<file path="src/rtl/mem_arbiter.sv">
`default_nettype none
// ============================================================================
// Module  : mem_arbiter
// Purpose : Shares one byte-wide RAM/IO port between icache refill (IC) and
//           the load/store buffer (LS); optional macro ARB_RR_EN selects
//           round-robin instead of fixed LS-over-IC priority.
// Rev     : 1.0
// ============================================================================
module mem_arbiter #(
  parameter int          LINE_BYTES = 16,
  parameter logic [31:0] IO_BASE    = 32'h30000
) (
  input  logic                    clk,
  input  logic                    rst,
  input  logic                    rdy,
  input  logic                    clear,
  input  logic                    ic_req,
  input  logic [31:0]             ic_addr,
  output logic                    ic_done,
  output logic [LINE_BYTES*8-1:0] ic_line,
  input  logic                    ls_req,
  input  logic                    ls_wr,
  input  logic [1:0]              ls_size,
  input  logic [31:0]             ls_addr,
  input  logic [31:0]             ls_wdata,
  output logic                    ls_done,
  output logic [31:0]             ls_rdata,
  input  logic [7:0]              mem_din,
  output logic [7:0]              mem_dout,
  output logic [31:0]             mem_a,
  output logic                    mem_wr,
  input  logic                    io_buffer_full
);

  localparam int              CW          = $clog2(LINE_BYTES) + 1;
  localparam logic [CW-1:0]   c_line_n    = CW'(LINE_BYTES);
  localparam logic [31:0]     c_line_mask = ~(32'(LINE_BYTES) - 32'd1);

  localparam logic [2:0] c_st_idle  = 3'd0;
  localparam logic [2:0] c_st_ic_rd = 3'd1;
  localparam logic [2:0] c_st_ls_rd = 3'd2;
  localparam logic [2:0] c_st_ls_wr = 3'd3;
  localparam logic [2:0] c_st_done  = 3'd4;

  logic [2:0]    r_state, w_state_nx;
  logic [31:0]   r_base;
  logic [31:0]   r_wdata;
  logic [CW-1:0] r_n;
  logic [CW-1:0] r_cnt;     // bytes already sampled / written
  logic [CW-1:0] r_aidx;    // byte index currently on mem_a (reads)
  logic          r_alive;   // mem_a holds a live read address this cycle
  logic          r_pv;      // mem_din carries byte r_cnt this cycle
  logic          r_is_ic;
  logic          r_is_st;
  logic          r_last_ls;

  logic          w_ic_ok, w_ls_ok, w_grant_ic, w_grant_ls;
  logic          w_last, w_io_blk;
  logic [31:0]   w_waddr, w_aaddr_nx;
  logic [7:0]    w_wbyte;
  logic [CW-1:0] w_ls_n;

  always_ff @(posedge clk or negedge rst) begin
    if (!rst) r_state <= c_st_idle;
    else      r_state <= w_state_nx;
  end

  always_comb begin
    w_state_nx = r_state;
    if (rdy) begin
      case (r_state)
        c_st_idle: begin
          if (w_grant_ls)      w_state_nx = ls_wr ? c_st_ls_wr : c_st_ls_rd;
          else if (w_grant_ic) w_state_nx = c_st_ic_rd;
        end
        c_st_ic_rd, c_st_ls_rd: begin
          if (clear)               w_state_nx = c_st_idle;
          else if (r_pv && w_last) w_state_nx = c_st_done;
        end
        c_st_ls_wr: if (!w_io_blk && w_last) w_state_nx = c_st_done;
        default:    w_state_nx = c_st_idle;
      endcase
    end
  end

  always_comb begin
    w_ic_ok = ic_req && !clear;
    w_ls_ok = ls_req && (ls_wr || !clear);  // committed stores ignore clear
`ifdef ARB_RR_EN
    w_grant_ls = w_ls_ok && (!w_ic_ok || !r_last_ls);
`else
    w_grant_ls = w_ls_ok;
`endif
    w_grant_ic = w_ic_ok && !w_grant_ls;
    case (ls_size)
      2'd0:    w_ls_n = CW'(1);
      2'd1:    w_ls_n = CW'(2);
      default: w_ls_n = CW'(4);
    endcase
    w_last     = (r_cnt == r_n - CW'(1));
    w_waddr    = r_base + 32'(r_cnt);
    w_aaddr_nx = r_base + 32'(r_aidx + CW'(1));
    w_io_blk   = (w_waddr >= IO_BASE) && io_buffer_full;
    case (r_cnt[1:0])
      2'd0:    w_wbyte = r_wdata[7:0];
      2'd1:    w_wbyte = r_wdata[15:8];
      2'd2:    w_wbyte = r_wdata[23:16];
      default: w_wbyte = r_wdata[31:24];
    endcase
  end

  always_ff @(posedge clk or negedge rst) begin
    if (!rst) begin
      mem_a     <= '0;
      mem_dout  <= '0;
      mem_wr    <= 1'b0;
      ic_done   <= 1'b0;
      ls_done   <= 1'b0;
      ic_line   <= '0;
      ls_rdata  <= '0;
      r_base    <= '0;
      r_wdata   <= '0;
      r_n       <= '0;
      r_cnt     <= '0;
      r_aidx    <= '0;
      r_alive   <= 1'b0;
      r_pv      <= 1'b0;
      r_is_ic   <= 1'b0;
      r_is_st   <= 1'b0;
      r_last_ls <= 1'b0;
    end else begin
      ic_done <= 1'b0;
      ls_done <= 1'b0;
      mem_wr  <= 1'b0;
      if (!rdy) begin
        // The in-flight byte is lost while frozen; rewind to the first unsampled one.
        if (r_state == c_st_ic_rd || r_state == c_st_ls_rd) begin
          r_pv    <= 1'b0;
          r_alive <= 1'b1;
          r_aidx  <= r_cnt;
          mem_a   <= w_waddr;
        end
      end else begin
        case (r_state)
          c_st_idle: begin
            if (w_grant_ls || w_grant_ic) begin
              r_base    <= w_grant_ls ? ls_addr : (ic_addr & c_line_mask);
              mem_a     <= w_grant_ls ? ls_addr : (ic_addr & c_line_mask);
              r_n       <= w_grant_ls ? w_ls_n : c_line_n;
              r_is_ic   <= w_grant_ic;
              r_is_st   <= w_grant_ls && ls_wr;
              r_last_ls <= w_grant_ls;
              r_wdata   <= ls_wdata;
              r_cnt     <= '0;
              r_aidx    <= '0;
              r_alive   <= !(w_grant_ls && ls_wr);
              r_pv      <= 1'b0;
              if (w_grant_ls && !ls_wr) ls_rdata <= '0;
            end
          end
          c_st_ic_rd, c_st_ls_rd: begin
            if (clear) begin
              r_alive <= 1'b0;
              r_pv    <= 1'b0;
            end else begin
              if (r_pv) begin
                if (r_is_ic) begin
                  for (int i = 0; i < LINE_BYTES; i++)
                    if (r_cnt == CW'(i)) ic_line[i*8 +: 8] <= mem_din;
                end else begin
                  case (r_cnt[1:0])
                    2'd0:    ls_rdata[7:0]   <= mem_din;
                    2'd1:    ls_rdata[15:8]  <= mem_din;
                    2'd2:    ls_rdata[23:16] <= mem_din;
                    default: ls_rdata[31:24] <= mem_din;
                  endcase
                end
                r_cnt <= r_cnt + CW'(1);
              end
              r_pv <= r_alive;
              if (r_alive) begin
                if (r_aidx == r_n - CW'(1)) begin
                  r_alive <= 1'b0;
                end else begin
                  r_aidx <= r_aidx + CW'(1);
                  mem_a  <= w_aaddr_nx;
                end
              end
            end
          end
          c_st_ls_wr: begin
            if (!w_io_blk) begin
              mem_a    <= w_waddr;
              mem_dout <= w_wbyte;
              mem_wr   <= 1'b1;
              r_cnt    <= r_cnt + CW'(1);
            end
          end
          c_st_done: begin
            if (r_is_st || !clear) begin
              ic_done <= r_is_ic;
              ls_done <= !r_is_ic;
            end
          end
          default: ;
        endcase
      end
    end
  end

endmodule
`default_nettype wire

</file>
<file path="config.mk">
export PLATFORM = sky130hd
export DESIGN_NAME = mem_arbiter
export DESIGN_NICKNAME = d
export VERILOG_FILES = /design/src/rtl/mem_arbiter.sv
export SDC_FILE = /design/constraint.sdc
export NUM_CORES = 1
export LEC_CHECK = 0
export BUFFER_PORTS_ARGS = -buffer_cell sky130_fd_sc_hd__buf_2
export CORE_UTILIZATION = 30
export CTS_BUF_LIST = sky130_fd_sc_hd__clkbuf_4 sky130_fd_sc_hd__clkbuf_8
export DETAILED_ROUTE_END_ITERATION = 10
export HOLD_SLACK_MARGIN = 0.05
export PLACE_DENSITY_LB_ADDON = 0.12
export SYNTH_ARGS = -nofsm -noshare
export SYNTH_HDL_FRONTEND = slang
export SYNTH_SLANG_ARGS = --single-unit
</file>
<file path="constraint.sdc">
create_clock -name clk -period 3.16 [get_ports clk]
set_input_delay 0.632 -clock clk [delete_from_list [all_inputs] [get_ports clk]]
set_output_delay 0.632 -clock clk [all_outputs]
set_load 0.01 [all_outputs]
</file>
== After elaboration in Yosys (flattened, before gate mapping) ==
Index checks and enable logic that the tools add are counted.

* Memories kept: 0
* RAM bits: 0
* Word-level logic and storage cells: 203
* Input port bits: 114
* Output and inout port bits: 203
* Flip-flop bits (word level): 289
* Bits in latches: 0
* Memory bits (read-only): 0

* Shift operators: 0
* Multipliers: 0
* Bitwise operators: 2
* Multiplexer cells: 61
* Reductions and logical operators: 54
* Equal/unequal tests: 44
* Divide/modulo/power cells: 0
* $lt $le $gt $ge: 1
* $add $sub $neg: 6

{| class="wikitable"
|+ Operator list
! operator !! count
|-
| $mux 32 || 13
|-
| $reduce_and 6->1 || 18
|-
| $pmux 32 s3 || 1
|-
| $pmux 32 s2 || 1
|-
| $mux 5 || 10
|-
| $eq 5x4->1 const B || 8
|-
| $add 32x5->32 || 1
|-
| $add 32x6->32 || 1
|-
| $ge 32x18->1 const B || 1
|-
| $mux 8 || 4
|-
| $reduce_and 8->1 || 4
|-
| $pmux 8 s3 || 1
|-
| $ne 2x2->1 const B || 11
|-
| $ne 3x3->1 const B || 7
|-
| $eq 5x3->1 const B || 4
|-
| $mux 1 || 20
|-
| $mux 3 || 5
|-
| $pmux 5 s3 || 1
|-
| $add 5x1->5 const B || 2
|-
| $eq 5x2->1 const B || 2
|-
| $eq 5x5->1 || 2
|-
| $pmux 5 s2 || 1
|-
| $pmux 3 s3 || 1
|-
| $reduce_and 3->1 || 3
|-
| 25 further kinds || 46
|}

== Logic depth before layout (Yosys ltp) ==
Gate-level depths: netlist of run 1.

* Depth after elaboration: 9
* Depth in mapped cells: 12
* Mapped depth without buffers: 12

== Least setup slack after synthesis of run 1 ==
OpenSTA, ideal clock, no wires.

* Path kind: register to register
* Start: reg r_cnt[0]
* End: reg mem_a[10]
* Buffers on the path: 1
* Clock period less this slack: 3436 ps
* Library setup time: 125 ps
* Data required time: 3035 ps
* Arrival time: 3311 ps
* Cell stages (with the launch flop): 12
* Path slack: -276 ps
* Path through: dfrtp_1 ha_1 fa_1 a211oi_1 o21bai_1 a311o_1 nand3_1 nand4_1 o41ai_4 o21ai_2 buf_6 mux2_4

* Cells in the longest elaborated chain, start to end: 5
* Elaborated cells on any way between the ends: 9
* Those cells by class: add/sub: 1; order compare: 1; eq/ne: 1; mux: 4; reduce/logical: 2

{| class="wikitable"
|+ RTL lines
! what !! RTL line !! text
|-
| start: declaration || 49 || <nowiki>logic [CW-1:0] r_cnt;</nowiki>
|-
| start signal: assignment || 178 || <nowiki>r_cnt <= r_cnt + CW'(1);</nowiki>
|-
| start signal: assignment || 196 || <nowiki>r_cnt <= r_cnt + CW'(1);</nowiki>
|-
| $add 32x5->32 (*) || 101 || <nowiki>w_waddr = r_base + 32'(r_cnt);</nowiki>
|-
| $ge 32x18->1 || 103 || <nowiki>w_io_blk = (w_waddr >= IO_BASE) && io_buffer_full;</nowiki>
|-
| $logic_and 1x1->1 || 103 ||
|-
| $ne 3x3->1 (no line) || -- ||
|-
| $reduce_and 7->1 (no line) || -- ||
|-
| end signal: assignment || 141 || <nowiki>mem_a <= w_waddr;</nowiki>
|-
| end signal: assignment || 148 || <nowiki>mem_a <= w_grant_ls ? ls_addr : (ic_addr & c_line_mask);</nowiki>
|-
| end signal: assignment || 186 || <nowiki>mem_a <= w_aaddr_nx;</nowiki>
|-
| end: declaration || 30 || <nowiki>output logic [31:0] mem_a,</nowiki>
|}

Every way passes the cells marked *; elsewhere a longest branch is shown, timed or not. The select of a mux whose other input is x is not followed.
A chain may end at the register's enable or synchronous reset.

== Worst setup path after layout of run 1 ==
* Start: reg r_cnt[0]
* End: reg mem_a[27]

Same word-level chain as after synthesis.

==> results of run 1 <==
## report_power, final
part           leakage, nW  total, mW  switching (mW)  internal, mW
registers             3.84       5.11           0.557          4.55
logic                 5.28       5.86            3.15          2.71
clock network        0.591       3.76            1.66          2.10
total                 9.71       14.7            5.37          9.36
## cells in the final DEF (no fill, tap or decap), types with 7 or more instances in the layout
cell type | netlist | layout
mux2i_1 | 35 | 35
and2_1 | 12 | 12
nor2_1 | 51 | 49
a222oi_1 | 8 | 8
mux2_4 | 29 | 29
buf_12 | 0 | 9
o22ai_1 | 8 | 8
buf_2 | 3 | 311
clkbuf_4 | 0 | 17
nand2_1 | 189 | 189
o221ai_1 | 11 | 11
clkbuf_8 | 0 | 63
mux2_2 | 172 | 172
o21ai_0 | 79 | 75
a31oi_1 | 7 | 7
buf_4 | 0 | 140
xnor2_1 | 22 | 22
nand3_1 | 32 | 32
nor3_1 | 15 | 14
ha_1 | 18 | 13
nand4_1 | 16 | 16
a21oi_1 | 23 | 21
dfrtp_1 | 288 | 285
o21a_1 | 8 | 7
inv_1 | 29 | 29
xor2_1 | 13 | 13
## flip-flops by register name, indices dropped and copies added (netlist names), 3 cells and up
register  cells
ls_rdata     32
r_wdata      32
r_n           4
r_aidx        5
r_state       3
r_cnt         5
mem_a        32
ic_line     128
mem_dout      8
r_base       32
## worst max-delay path: stages (launching register included)
cell and delay (ps):
dfrtp_2 420, ha_4 170, fa_2 370, a211oi_4 310, o21ba_4 180, or4_1 130, a22oi_2 110, a2111o_1 370
o41ai_4 380, buf_4 180, o21ai_4 80, buf_12 190, mux2_4 310
## stage by stage
stage	cell area (sq um)	setup TNS (ps)
finish	18700	-7150
CTS	18600	-6430
detailed placement	17400	-7860
global route	18700	-11800
floorplan	14100	-1050
global placement	17400	-5910
## timing repair
action / CTS / global route
gates resized for setup: 10 / 14
cloned: 0 / 1
endpoints found under the hold margin: 56 / 0
pin swaps: 6 / 5
hold buffers: 1 / 0
buffers inserted: 5 / 6
setup endpoints to repair: 49 / 50
## cell type report
cell class | count | area [sq um] | share of cell area, %
Sequential cell | 288 | 7210 | 38.6
Clock inverter | 9 | 111 | 0.595
Clock buffer | 80 | 995 | 5.32
Multi-Input combinational cell | 867 | 6670 | 35.6
Tap cell | 600 | 751 | 4.01
Timing Repair Buffer | 465 | 2860 | 15.3
Inverter | 29 | 109 | 0.582
## routing by layer
metal,vias to the layer above,track usage (%),routed length (microns)
met2,347,33.9,23100
met1,5769,23.7,19400
li1,5390,-,-
met4,0,7.32,1400
met5,-,0,0
met3,80,5.44,3380
## cell families after synthesis
group,after synthesis,synth area share (%)
AOI/OAI and AO/OA,215,10.4
and+or+nand+nor,361,11.8
muxes,236,19.4
xor gates and xnor gates,35,2.19
adders and majority gates,20,1.89
buffers and inverters,97,2.80
DFF,288,51.4
## how the worst max path moves through the flow
| stage | start | to | slack, ps | cells after the start |
|---|---|---|---|---|
| after global routing | r_cnt[0] | mem_a[27] | -310 | 12 |
| after detailed placement | r_cnt[0] | mem_dout[2] | -270 | 12 |
| after floorplan | r_cnt[0] | mem_a[10] | -40 | 11 |
| after global placement | r_cnt[0] | mem_dout[7] | -220 | 12 |
| final | r_cnt[0] | mem_a[27] | -220 | 12 |
| after CTS | r_cnt[0] | mem_a[27] | -200 | 13 |
==> flow_summary.json, run 1 <==
{
  "cts.root.buffer_cell": "clkbuf_8",
  "leading_post_synthesis_cells_by_cell_area": "dfrtp_1 51%, mux2_2 14%, nand2_1 5.1%",
  "worstHoldPathType": "input port to flip-flop",
  "start_util_pct": 30.6,
  "max_slew_violations": 0,
  "worstMarginPinSlew_ps": 826,
  "avgViaCountPerCell": 4.96,
  "clk_latency_ps": 670,
  "commonest_cells_in_the_netlist": "288 x dfrtp_1, 189 x nand2_1, 172 x mux2_2, 79 x o21ai_0, 53 x clkbuf_1",
  "required_ps": 3660,
  "drt_first_iter_violations": 520,
  "hpwl_detailed_microns": 34900,
  "result_of_the_run": "finished, violations left",
  "final_util_pct": 40.9,
  "ys_async_sr_fraction_pct": 100,
  "maximum_number_of_pins_on_one_net_before_global_route_repair": 66,
  "design_power_total_mw": 14.7,
  "violated_checks": "setup timing",
  "cp.arrival_ps": 3880,
  "crit_path_end_kind": "flip-flop",
  "die_w_microns": 218,
  "synth-edff-count": 0,
  "yosysTopAreaCellShare_pct": 51.4,
  "wl_cell_microns": 20.2,
  "clock_buffers_created_by_tritoncts": 52,
  "finalNetCount": 1837,
  "post-synth-top-area-cell": "dfrtp_1",
  "route.vias.total": 11600,
  "syn-cell-area_sq_um": 14000,
  "max_cap_viol_count": 0,
  "global_route_wire_length_before_repair_microns": 71400,
  "report.final.hold_viol_count": 0,
  "setup-violations-final": 45,
  "critical_path.reg2reg.endpoint": "mem_a[27]",
  "final-instance-count-excl-fill": 2338,
  "period_minus_slack_ps": 3380,
  "pre_cts_ws_ps": -269,
  "wl_microns": 47300,
  "grt_antenna_before_repair": 0,
  "ant_nets": 0,
  "fill_cells": 4569,
  "dp_cells": 2237,
  "syn_nets": 1386,
  "total_leakage_power_nw": 9.71,
  "layout_setup_ws_ps": -225,
  "critical_path_peak_fanout": 17,
  "cts_tree": "done",
  "finClkSkew_ps": 49.7,
  "fp.dieH_microns": 218,
  "row_count": 78,
  "drc": 0,
  "grt_setup_unrepaired": "yes",
  "syn-instance-count": 1252,
  "synthMostInstantiatedCell": "dfrtp_1",
  "worst_ir_drop_vdd_mv": 0.353,
  "numPortBuffers": 312,
  "globalRouteOverflowTotal": 0,
  "worstHoldStart": "ls_wdata[8]",
  "synthFlopType": "dfrtp_1",
  "synthesis.area_per_instance_sq_um": 11.2,
  "synthToLayoutAreaGrowth_pct": 33.5,
  "holdPathStages": 3,
  "synth.distinct_cells": 69,
  "maxSlewHeadroom_pct": 44.9,
  "die_area_sq_um": 47600,
  "finalWeightedCongestion": 0.897,
  "criticalPathCategory": "flip-flop to flip-flop",
  "worstSetupStartpointType": "flip-flop",
  "placeableCoreArea_sq_um": 45800,
  "synth_sequential_area_ratio_pct": 51.4,
  "grt_pass1_vias": 12000,
  "cts_buffer_depth": 3,
  "track_usage_pct": 19.8,
  "reg2reg_setup_slack_ps": -220,
  "clk_transition_reported_paths_ps": 60,
  "num_antenna_cells": 0,
  "io_pins": 317,
  "hold_path_end": "r_wdata[8]",
  "h-tree-depth": 2,
  "powerDensity_nw_per_um2": 788,
  "r2r_cells": 12,
  "hold-worst-slack_ps": 153,
  "max_freq_ghz": 0.295,
  "postSynthRegisterBits": 288,
  "final_layout_size_suffix_gt1_share_pct": 45.7,
  "dr.pass1.iters": 5,
  "tritoncts_num_sinks": 288,
  "layout_worst_path_cycle_share_pct": 107,
  "r2r_start": "r_cnt[0]",
  "yosys_warnings": 0
}
Note: power is estimated with default switching activity, not from simulation.
==> run 2, diff against run 1 <==
--- a/config.mk
+++ b/config.mk
@@ -6,7 +6,7 @@
 export NUM_CORES = 1
 export LEC_CHECK = 0
 export BUFFER_PORTS_ARGS = -buffer_cell sky130_fd_sc_hd__buf_2
-export CORE_UTILIZATION = 30
+export CORE_UTILIZATION = 25
 export CTS_BUF_LIST = sky130_fd_sc_hd__clkbuf_4 sky130_fd_sc_hd__clkbuf_8
 export DETAILED_ROUTE_END_ITERATION = 10
 export HOLD_SLACK_MARGIN = 0.05
==> constraint.sdc (replaced) <==
create_clock -name clk -period 4.2 [get_ports clk]
set_input_delay 0.84 -clock clk [delete_from_list [all_inputs] [get_ports clk]]
set_output_delay 0.84 -clock clk [all_outputs]
set_load 0.01 [all_outputs]
==> run 2 against run 1 <==
Worst setup slack gained 520 ps. Non-clock buffer count is 117 lower. Global-route usage decreased by 3.0 points. The run now ends clean. Utilization decreased by 8.6 points. Worst hold slack better by 74 ps. Sequential power down 21%. Design area is 4.9% lower. Critical endpoint is now mem_dout[6].
==> flow_summary.json, run 2 (synthesis gave the netlist of run 1 again) <==
{
  "crit_path_end_kind": "flip-flop",
  "r2r_cells": 10,
  "grt_setup_unrepaired": "no",
  "globalRouteOverflowTotal": 0,
  "report.final.hold_viol_count": 0,
  "die_w_microns": 239,
  "criticalPathCategory": "flip-flop to flip-flop",
  "pre_cts_ws_ps": 292,
  "setup_tns_ps": 0,
  "r2r_start": "r_base[0]",
  "cts.root.buffer_cell": "clkbuf_8",
  "fp.dieH_microns": 239,
  "hpwl_detailed_microns": 34200,
  "setup-violations-final": 0,
  "critical_path.reg2reg.endpoint": "mem_dout[6]",
  "clk_latency_ps": 680,
  "wl_cell_microns": 20.4,
  "synthToLayoutAreaGrowth_pct": 26.9,
  "finClkSkew_ps": 44.5,
  "grt_pass1_vias": 11400,
  "route.vias.total": 11100,
  "finalNetCount": 1725,
  "grt_antenna_before_repair": 2,
  "maxSlewHeadroom_pct": 34.8,
  "powerDensity_nw_per_um2": 599,
  "final_layout_size_suffix_gt1_share_pct": 40.7,
  "max_cap_viol_count": 0,
  "row_count": 86,
  "layout_setup_ws_ps": 298,
  "die_area_sq_um": 57000,
  "drc": 0,
  "ant_nets": 0,
  "design_power_total_mw": 10.6,
  "clk_transition_reported_paths_ps": 60,
  "maximum_number_of_pins_on_one_net_before_global_route_repair": 98,
  "required_ps": 4730,
  "numPortBuffers": 312,
  "critical_path_peak_fanout": 9,
  "period_minus_slack_ps": 3900,
  "postCtsSetupRepairBufs": 0,
  "clock_buffers_created_by_tritoncts": 57,
  "hold-worst-slack_ps": 227,
  "max_freq_ghz": 0.256,
  "max_slew_violations": 0,
  "worst_ir_drop_vdd_mv": 0.279,
  "dr.pass1.iters": 7,
  "global_route_wire_length_before_repair_microns": 72500,
  "layout_common_cells": "311 x buf_2, 288 x dfrtp_1, 189 x nand2_1, 172 x mux2_2, 78 x o21ai_0",
  "tritoncts_num_sinks": 288,
  "placeableCoreArea_sq_um": 55200,
  "fill_cells": 5775,
  "wl_microns": 48500,
  "worstSetupStartpointType": "flip-flop",
  "largest_register_by_flop_count": "ic_line",
  "total_leakage_power_nw": 9.13,
  "cts_buffer_depth": 3,
  "drt_first_iter_violations": 557,
  "final_common_cell": "buf_2",
  "worstMarginPinSlew_ps": 968,
  "finalWeightedCongestion": 0.829,
  "avgViaCountPerCell": 4.68,
  "post_cts_resize_count": 0,
  "h-tree-depth": 2,
  "io_pins": 317,
  "start_util_pct": 25.4,
  "result_of_the_run": "completed",
  "reg2reg_setup_slack_ps": 300,
  "worstHoldPathType": "input port to async pin",
  "cts_hold_repair.buffers": 0,
  "track_usage_pct": 16.9,
  "largest_register_ff_count": 128,
  "cts_tree": "done",
  "layout_worst_path_cycle_share_pct": 92.9,
  "cp.arrival_ps": 4430,
  "final_util_pct": 32.2
}
[run 2: worst max-delay path: stages, from the launching register on]
cell and delay (ps):
dfrtp_1 370, ha_1 240, fa_1 440, a211oi_1 370
o21bai_1 310, a311o_1 420, nand3_1 100, nand4_1 240
o41ai_4 540, nand3_2 350, mux2_2 380
[run 2: power breakdown]
| group | internal [mW] | switching (mW) | total, mW |
|---|---|---|---|
| combinational | 1.62 | 2.03 | 3.65 |
| clock | 1.65 | 1.32 | 2.97 |
| sequential | 3.42 | 0.604 | 4.02 |
| total | 6.69 | 3.95 | 10.6 |
[run 2: stage by stage]
step	area (sq um)	instances
floorplan	14000	1252
finish	17800	2379
global placement	16600	2280
detailed placement	16600	2280
CTS	17800	2378
global route	17800	2379
[run 2: routing by layer]
| metal | share of wire [%] | track usage, % | up-vias |
|---|---|---|---|
| met4 | 2.5 | 5.50 | 2 |
| met3 | 7.8 | 5.46 | 82 |
| met5 | 0.021 | 0 | - |
| met1 | 42 | 20.7 | 5535 |
| li1 | - | - | 5172 |
| met2 | 48 | 27.9 | 346 |
[run 2: worst max-delay path by stage]
stage | from | end | slack, ps | depth (start not counted)
detailed placement | r_base[0] | mem_dout[6] | 290 | 10
global route | r_base[0] | mem_dout[7] | 100 | 10
CTS | r_base[0] | mem_dout[6] | 270 | 10
floorplan | r_cnt[0] | mem_a[10] | 760 | 11
finish | r_base[0] | mem_dout[6] | 300 | 10
global placement | r_base[0] | mem_dout[4] | 290 | 10
[run 2: area by class of cell]
class | instances | area (sq um) | share of cell area [%]
Timing Repair Buffer | 348 | 1900 | 10.7
Tap cell | 748 | 936 | 5.26
Clock buffer | 87 | 1080 | 6.10
Inverter | 29 | 109 | 0.612
Multi-Input combinational cell | 867 | 6450 | 36.3
Antenna cell | 1 | 2.50 | 0.0141
Sequential cell | 288 | 7210 | 40.5
Clock inverter | 11 | 92.6 | 0.521
==> run 3, diff against run 2 <==
==> constraint.sdc (replaced) <==
create_clock -name clk -period 4.2 [get_ports clk]
set_input_delay 0.21 -clock clk [delete_from_list [all_inputs] [get_ports clk]]
set_output_delay 0.21 -clock clk [all_outputs]
set_load 0.01 [all_outputs]
==> run 3 against run 2 <==
Sequential share of layout area is 2.1 points lower. Combinational power is 2% higher. Sequential power hardly changed. Clock skew is 5.4 ps lower. Die area stayed put. Design area is 5.6% higher. Global-route usage is 0.42 points higher. First-iteration DRC count is 17% higher. Count of clock-buffer cells in the layout is 2 higher. Clock power is 4% higher. Critical path depth is 1 higher.
==> flow_summary.json, run 3 (synthesis gave the netlist of run 1 again) <==
{
  "result_of_the_run": "completed",
  "avgViaCountPerCell": 4.67,
  "worst_ir_drop_vdd_mv": 0.259,
  "fp.dieH_microns": 239,
  "max_cap_viol_count": 0,
  "ant_nets": 0,
  "placeableCoreArea_sq_um": 55200,
  "clk_transition_reported_paths_ps": 60,
  "row_count": 86,
  "r2r_start": "r_base[0]",
  "largest_register_by_flop_count": "ic_line",
  "clk_latency_ps": 660,
  "final_util_pct": 34.0,
  "cts_tree": "done",
  "die_area_sq_um": 57000,
  "criticalPathCategory": "flip-flop to flip-flop",
  "crit_path_end_kind": "flip-flop",
  "track_usage_pct": 17.3,
  "critical_path_peak_fanout": 20,
  "largest_register_ff_count": 128,
  "drc": 0,
  "period_minus_slack_ps": 3890,
  "postCtsSetupRepairBufs": 0,
  "drt_first_iter_violations": 651,
  "numPortBuffers": 312,
  "finalWeightedCongestion": 0.829,
  "cp.arrival_ps": 4400,
  "grt_pass1_vias": 12000,
  "wl_microns": 49800,
  "tritoncts_num_sinks": 288,
  "clock_buffers_created_by_tritoncts": 54,
  "final_common_cell": "buf_2",
  "route.vias.total": 11600,
  "layout_worst_path_cycle_share_pct": 92.7,
  "setup_tns_ps": 0,
  "layout_common_cells": "311 x buf_2, 288 x dfrtp_1, 189 x nand2_1, 172 x mux2_2, 101 x dlygate4sd3_1",
  "maxSlewHeadroom_pct": 29.6,
  "crit_path_start": "r_base[0]",
  "dr.pass1.iters": 8,
  "globalRouteOverflowTotal": 0,
  "report.final.hold_viol_count": 0,
  "cts_buffer_depth": 3,
  "grt_antenna_before_repair": 2,
  "h-tree-depth": 2,
  "total_leakage_power_nw": 9.54,
  "maximum_number_of_pins_on_one_net_before_global_route_repair": 90,
  "global_route_wire_length_before_repair_microns": 74400,
  "num_antenna_cells": 0,
  "wl_cell_microns": 20.1,
  "powerDensity_nw_per_um2": 577,
  "worstHoldStart": "ls_addr[30]",
  "die_w_microns": 239,
  "grt_setup_unrepaired": "no",
  "start_util_pct": 25.4,
  "final_layout_size_suffix_gt1_share_pct": 38.3,
  "io_pins": 317,
  "finClkSkew_ps": 39.1,
  "max_slew_violations": 0,
  "cts.root.buffer_cell": "clkbuf_8",
  "worstMarginPinSlew_ps": 1040,
  "finalNetCount": 1819,
  "fill_cells": 5729,
  "synthToLayoutAreaGrowth_pct": 34.0,
  "setup-violations-final": 0,
  "hpwl_detailed_microns": 34100,
  "worstSetupStartpointType": "flip-flop",
  "max_freq_ghz": 0.257,
  "worstHoldPathType": "input port to flip-flop",
  "required_ps": 4710
}
## run 3: final timing paths
path,slack (ps),cells past startpoint,end
worst max-delay path,310,11,mem_a[25]
worst min-delay path,100,4,mem_a[30]
worst max register to register,310,11,mem_a[25]
worst min register to register,480,2,r_wdata[3]
max in group asynchronous,2940,3,r_base[6]
min in group asynchronous,210,2,r_wdata[6]
## run 3: cell type report
type                            instances  area [sq um]  area share [%]
Timing Repair Buffer                  445          2840            15.1
Clock inverter                          9           105           0.560
Sequential cell                       288          7210            38.4
Tap cell                              748           936            4.98
Clock buffer                           89          1130            6.02
Multi-Input combinational cell        867          6450            34.4
Inverter                               29           109           0.580
## run 3: repair_timing
item                       4_1_cts  5_1_grt
setup endpoints to repair        0        5
hold buffers                   101        0
hold endpoints to repair       166        0
gates resized for setup          0        1
## run 3: report_power, final
part	total (mW)	internal [mW]	switching, mW
clock	3.09	1.78	1.32
combinational	3.72	1.66	2.06
sequential	4.03	3.42	0.613
total	10.8	6.85	3.99
## run 3: routing by layer
| metal | routed length (microns) | GRT usage, % | up-vias |
|---|---|---|---|
| met3 | 4020 | 5.53 | 54 |
| met2 | 23800 | 28.7 | 369 |
| met4 | 826 | 4.62 | 2 |
| met1 | 21000 | 21.5 | 5762 |
| met5 | 13 | 0 | - |
| li1 | - | - | 5367 |
## run 3: through the flow
| step | std cells | hold slack (ps) | total power, mW | instance area (sq um) | worst slack (ps) |
|---|---|---|---|---|---|
| final | 2475 | 101 | 10.8 | 18800 | 305 |
| after global routing | 2475 | 99.9 | 11.6 | 18800 | 66.2 |
| after CTS | 2475 | 50.2 | 11.0 | 18800 | 215 |
| after detailed placement | 2276 | 314 | 7.75 | 16500 | 258 |
| after global placement | 2276 | 306 | 7.72 | 16500 | 283 |
| after floorplan | 1252 | -85.6 | 6.40 | 14000 | 764 |
## run 3: critical path, cell delays in order (launching register included)
cell and delay, ps:
dfrtp_1 380, ha_1 240, fa_1 440, a211oi_1 430, o21bai_2 280, a311o_1 410
nand3_1 90, nand4_1 250, o41ai_4 540, o21ai_4 80, buf_4 270, mux2_4 340
